--- src/rtl/inst_fetch_unit_pkg.sv ---
// Shared fetch-path defines: bus widths, reset PC, FSM encodings, buffer entry layout.
package inst_fetch_unit_pkg;

  localparam int InstAddrBus = 32;
  localparam int InstBus     = 32;

  // PC held in the latched-PC registers out of reset.
  localparam logic [InstAddrBus-1:0] _Entry = 32'h1C00_0000;

  typedef enum logic [1:0] {
    StIdle = 2'd0,
    StReq  = 2'd1,
    StWait = 2'd2,
    StDrop = 2'd3
  } fetchState_e;

  typedef struct packed {
    logic [InstAddrBus-1:0] pc;
    logic [InstBus-1:0]     inst;
  } ibufEntry_t;

endpackage

--- src/rtl/inst_fetch_unit_fetch_fifo.sv ---
// Instruction buffer: DEPTH-entry FIFO with synchronous flush and async active-low reset.
module fetch_fifo #(
  parameter int DEPTH = 4,
  parameter int WIDTH = 64
) (
  input  logic             Clk,
  input  logic             Rest,
  input  logic             Flush,
  input  logic             PushValid,
  input  logic [WIDTH-1:0] PushData,
  input  logic             PopReady,
  output logic             Full,
  output logic             HeadValid,
  output logic [WIDTH-1:0] HeadData
);

  localparam int PtrW = $clog2(DEPTH);

  logic [PtrW-1:0]             wrPtr, rdPtr;
  logic [PtrW:0]               count;
  logic [DEPTH-1:0][WIDTH-1:0] mem;
  logic                        push, pop;

  assign Full      = (count == (PtrW+1)'(DEPTH));
  assign HeadValid = (count != '0);
  // Head reads as zero when empty so the outputs are clean after reset/flush.
  assign HeadData  = HeadValid ? mem[rdPtr] : '0;
  assign push      = PushValid && !Full;
  assign pop       = PopReady && HeadValid;

  // Pointer/count bookkeeping; flush wins over any push or pop in the same cycle.
  always_ff @(posedge Clk or negedge Rest) begin
    if (!Rest) begin
      wrPtr <= '0;
      rdPtr <= '0;
      count <= '0;
    end else if (Flush) begin
      wrPtr <= '0;
      rdPtr <= '0;
      count <= '0;
    end else begin
      if (push) wrPtr <= wrPtr + 1'b1;
      if (pop)  rdPtr <= rdPtr + 1'b1;
      case ({push, pop})
        2'b10:   count <= count + 1'b1;
        2'b01:   count <= count - 1'b1;
        default: count <= count;
      endcase
    end
  end

  // Storage array; contents are only meaningful where count says so.
  always_ff @(posedge Clk) begin
    if (push && !Flush) mem[wrPtr] <= PushData;
  end

endmodule

--- src/rtl/inst_fetch_unit.sv ---
// Fetch stage: one outstanding I-mem read, pairs response with its PC, buffers for decode.
module inst_fetch_unit
  import inst_fetch_unit_pkg::*;
#(
  parameter int                     DEPTH = 4,
  parameter logic [InstAddrBus-1:0] ENTRY = _Entry
) (
  input  logic                   Clk,
  input  logic                   Rest,
  input  logic                   PcAble,
  input  logic [InstAddrBus-1:0] PcDate,
  input  logic                   FetchFlush,
  output logic                   PcStop,
  output logic                   MemReqValid,
  output logic [InstAddrBus-1:0] MemReqAddr,
  input  logic                   MemReqReady,
  input  logic                   MemRespValid,
  input  logic [InstBus-1:0]     MemRespData,
  output logic                   IbufValid,
  output logic [InstAddrBus-1:0] IbufPc,
  output logic [InstBus-1:0]     IbufInst,
  input  logic                   IbufReady
);

  fetchState_e            state, stateNext;
  logic [InstAddrBus-1:0] ReqPc;
  logic                   full, accept, pushValid;
  ibufEntry_t             pushEntry, headEntry;

  assign accept      = (state == StIdle) && PcAble && !full && !FetchFlush;
  assign MemReqValid = (state == StReq);
  // PC generator only produces word-aligned PCs, so the latched PC goes out as is.
  assign MemReqAddr  = ReqPc;
  assign PcStop      = (state != StIdle) || full;
  // A response is kept only in WAIT and only if no flush lands with it.
  assign pushValid   = (state == StWait) && MemRespValid && !FetchFlush;
  assign pushEntry   = '{pc: ReqPc, inst: MemRespData};

  // State register.
  always_ff @(posedge Clk or negedge Rest) begin
    if (!Rest) state <= StIdle;
    else       state <= stateNext;
  end

  // Latch the PC on accept; it stays put through REQ/WAIT so the push pairs correctly.
  always_ff @(posedge Clk or negedge Rest) begin
    if (!Rest)       ReqPc <= ENTRY;
    else if (accept) ReqPc <= PcDate;
  end

  // Next-state: a request already handed to memory must have its response drained (DROP).
  always_comb begin
    stateNext = state;
    case (state)
      StIdle: if (accept) stateNext = StReq;
      StReq: begin
        if (MemReqReady)     stateNext = FetchFlush ? StDrop : StWait;
        else if (FetchFlush) stateNext = StIdle;
      end
      StWait: begin
        if (MemRespValid)    stateNext = StIdle;
        else if (FetchFlush) stateNext = StDrop;
      end
      StDrop: if (MemRespValid) stateNext = StIdle;
      default: stateNext = StIdle;
    endcase
  end

  fetch_fifo #(
    .DEPTH(DEPTH),
    .WIDTH($bits(ibufEntry_t))
  ) uFifo (
    .Clk      (Clk),
    .Rest     (Rest),
    .Flush    (FetchFlush),
    .PushValid(pushValid),
    .PushData (pushEntry),
    .PopReady (IbufReady),
    .Full     (full),
    .HeadValid(IbufValid),
    .HeadData (headEntry)
  );

  assign IbufPc   = headEntry.pc;
  assign IbufInst = headEntry.inst;

endmodule

--- config.mk ---
export PLATFORM = sky130hd
export DESIGN_NAME = inst_fetch_unit
export DESIGN_NICKNAME = d
export VERILOG_FILES = /design/src/rtl/inst_fetch_unit_pkg.sv /design/src/rtl/inst_fetch_unit_fetch_fifo.sv /design/src/rtl/inst_fetch_unit.sv
export SDC_FILE = /design/constraint.sdc
export NUM_CORES = 1
export LEC_CHECK = 0
export ABC_AREA = 1
export BUFFER_PORTS_ARGS = -buffer_cell sky130_fd_sc_hd__buf_2
export CAP_MARGIN = 30
export CORE_ASPECT_RATIO = 0.75
export CORE_MARGIN = 2
export CORE_UTILIZATION = 55
export CTS_CLUSTER_SIZE = 16
export DETAILED_ROUTE_END_ITERATION = 10
export MAX_ROUTING_LAYER = met4
export PLACE_DENSITY_LB_ADDON = 0.3
export SYNTH_ARGS = -nofsm -noshare
export SYNTH_HDL_FRONTEND = slang
export SYNTH_HIERARCHICAL = 1
export SYNTH_SLANG_ARGS = --single-unit
--- constraint.sdc ---
create_clock -name Clk -period 5.31 [get_ports Clk]
set_clock_uncertainty 0.15 [all_clocks]
set_input_delay 0.531 -clock Clk [delete_from_list [all_inputs] [get_ports Clk]]
set_output_delay 0.531 -clock Clk [all_outputs]
set_load 0.005 [all_outputs]
==> metrics.cfg <==
[clocking]
htree_levels=1
ctsHoldBuffers=1
cts_setup_buffers=0
clock_sinks=297
cts_resized=0
clk_pin_slew_ns=0.06
cts_tree=built
cts_made_buffers=29
cts_root_buf=clkbuf_16
clk-insertion-delay-late_ns=0.53
clockBufferDepth=3

[hold_path]
hold_class=in2reg
hold_depth=3
worstHoldStart=PcDate[26]
hold_end=MemReqAddr[26]

[critical_path]
crit_fanout=58
r2r_setup_slack_ns=1.98
setup.worst_path.class=reg2out
reg2reg_depth=7
critPathRequiredTime_ns=4.63
critPathArrivalTime_ns=2.79
r2r-start=state[1]
r2r-end=uFifo/mem[85]
cp-startpoint=uFifo/rdPtr[0]
endpoint_kind=primary output
crit_path_start_kind=flop

[yosys]
yosys_warnings=6
synth-async-reset-ratio_pct=13.8
synth_cell_types=29
netlist_instances=993
synth_nets=1069
syn_area_per_cell_um2=12.2
seq_area_frac_synth_pct=72.2
synth_area_leaders=edfxtp_1, nor2_1, dfrtp_1
synth_seq_cells=297
synth_edf_count=256
yosys_most_used_dff=edfxtp_1
synth_area_um2=12100
yosysTopAreaCell=edfxtp_1
synth_top_area_share_pct=63.7

[detailed_routing]
drt_drc_violations_left=0
ant_nets=0
totalWireLength_mm=25.7
dr.pass1.iters=4
drt_iter0_markers=640
vias=7833
via_per_inst=5.36
wl_per_cell_um=17.6

[placement]
dp_slack_ns=1.89
numPortBuffers=169
dpl.hpwl_mm=14.5
place.gp.congestion=0.794

[die]
core_area_um2=21400
dieArea_um2=23200
placementRows=46
ioPinCount=170
die_w_um=175
die_h_um=132
floorplan.initialDensity_pct=56.5

[cells_and_area]
final_cell_mix=nor2_1, edfxtp_1, buf_2
drive_above_1_share_pct=26.8
multiInputGateArea_um2=2820
seqCellArea_um2=8720
nNetsFinal=1228
fillers=1628
diodes=0
mostFrequentLayoutCell=nor2_1
area_growth_pct=17.3

[grt]
track_usage_pct=23.1
grt_pass1_vias=7541
gr-total-overflow=0
antenna_found_initial=0
grt_max_degree=104
grt_first_pass_wirelength_mm=40.6

[sta]
min_period_ns=3.47
fin_crit_sh_pct=65.3
worst_pin_slew_ns=0.957
rsz0062_at_grt=false
finalSetupViolations=0
postLayoutSetupSlackWorst_ns=1.84
slew_headroom_pct=36.1
drv_slew=0
fmax_ghz=0.288
fin_tns_setup_ns=0
hold_viol=0

[power]
p_leak_nw=5.51
pwr_density_cell_nw_per_um2=485
peakVddDrop_mv=0.319
total_power_mw=6.86

[flow_run]
maxCapViolations=0

[run_status]
status=finished clean

## metal layers
metal / global-route usage [%] / wire length [um] / up-vias
met1: 31.5 / 11400 / 3792
met5: - / 0 / -
met2: 38.0 / 12300 / 262
met4: 4.81 / 499 / 0
li1: - / - / 3742
met3: 2.88 / 1480 / 37
## sequential cells by signal (all words and copies together) (netlist names)
name and cells:
uFifo/mem 256, state 2, MemReqAddr 32, uFifo/wrPtr 2, uFifo/rdPtr 2, uFifo/count 3
## how the worst max path moves through the flow
stage	slack, ns	to
3_5_place_dp	1.89	uFifo/mem[87]
2_1_floorplan	0.68	uFifo/mem[0]
5_1_grt	1.71	IbufInst[17]
4_1_cts	1.70	IbufPc[11]
3_3_place_gp	1.98	uFifo/mem[89]
6_report	1.84	IbufPc[11]
## power breakdown
group | leakage [nW] | internal [mW] | switching [mW]
sequential | 2.82 | 2.82 | 0.257
combinational | 2.19 | 0.651 | 1.03
clock | 0.495 | 1.25 | 0.841
## synthesized netlist by cell type, types with 13 or more instances
cell / instances
nand2_1: 29
buf_2: 15
inv_1: 52
dfrtp_1: 38
nand2_2: 29
edfxtp_1: 256
buf_4: 14
a21oi_1: 68
o21ai_0: 129
nand3_1: 13
o21ai_2: 32
nor2_1: 264
## critical path: stages, from the launching register on
cell,delay [ns]
dfrtp_4,0.65
buf_4,0.50
buf_16,0.32
nor2_1,0.08
nor2_1,0.08
o21ai_0,0.10
a21oi_1,0.32
buf_2,0.18
## cell families after synthesis
group | share of synthesized area [%]
flip-flops | 72.2
XOR/XNOR | 0.145
adder cells (fa/ha/maj) | 0.581
buffers and inverters | 4.61
AND/OR/NAND/NOR | 11.8
AO/OA/AOI/OAI | 10.6
## per-stage QoR
stage,instances,utilization (%),cell area [um^2],hold slack (ns)
after floorplan,993,-,12100,0.0854
after global placement,1406,61.3,13100,0.346
after detailed placement,1407,61.4,13100,0.347
after CTS,1461,66.1,14100,0.0417
after global routing,1462,66.3,14200,0.0501
final,1462,66.3,14200,0.0559
## area by class of cell
class	instances	share of cell area [%]
sequential	297	61.6
multi-input combinational	583	19.9
timing repair buffer	184	7.34
clock buffer	35	5.57
tap	288	2.55
inverter	57	1.52
clock inverter	18	1.46
Power figures use the tool's default switching activity.
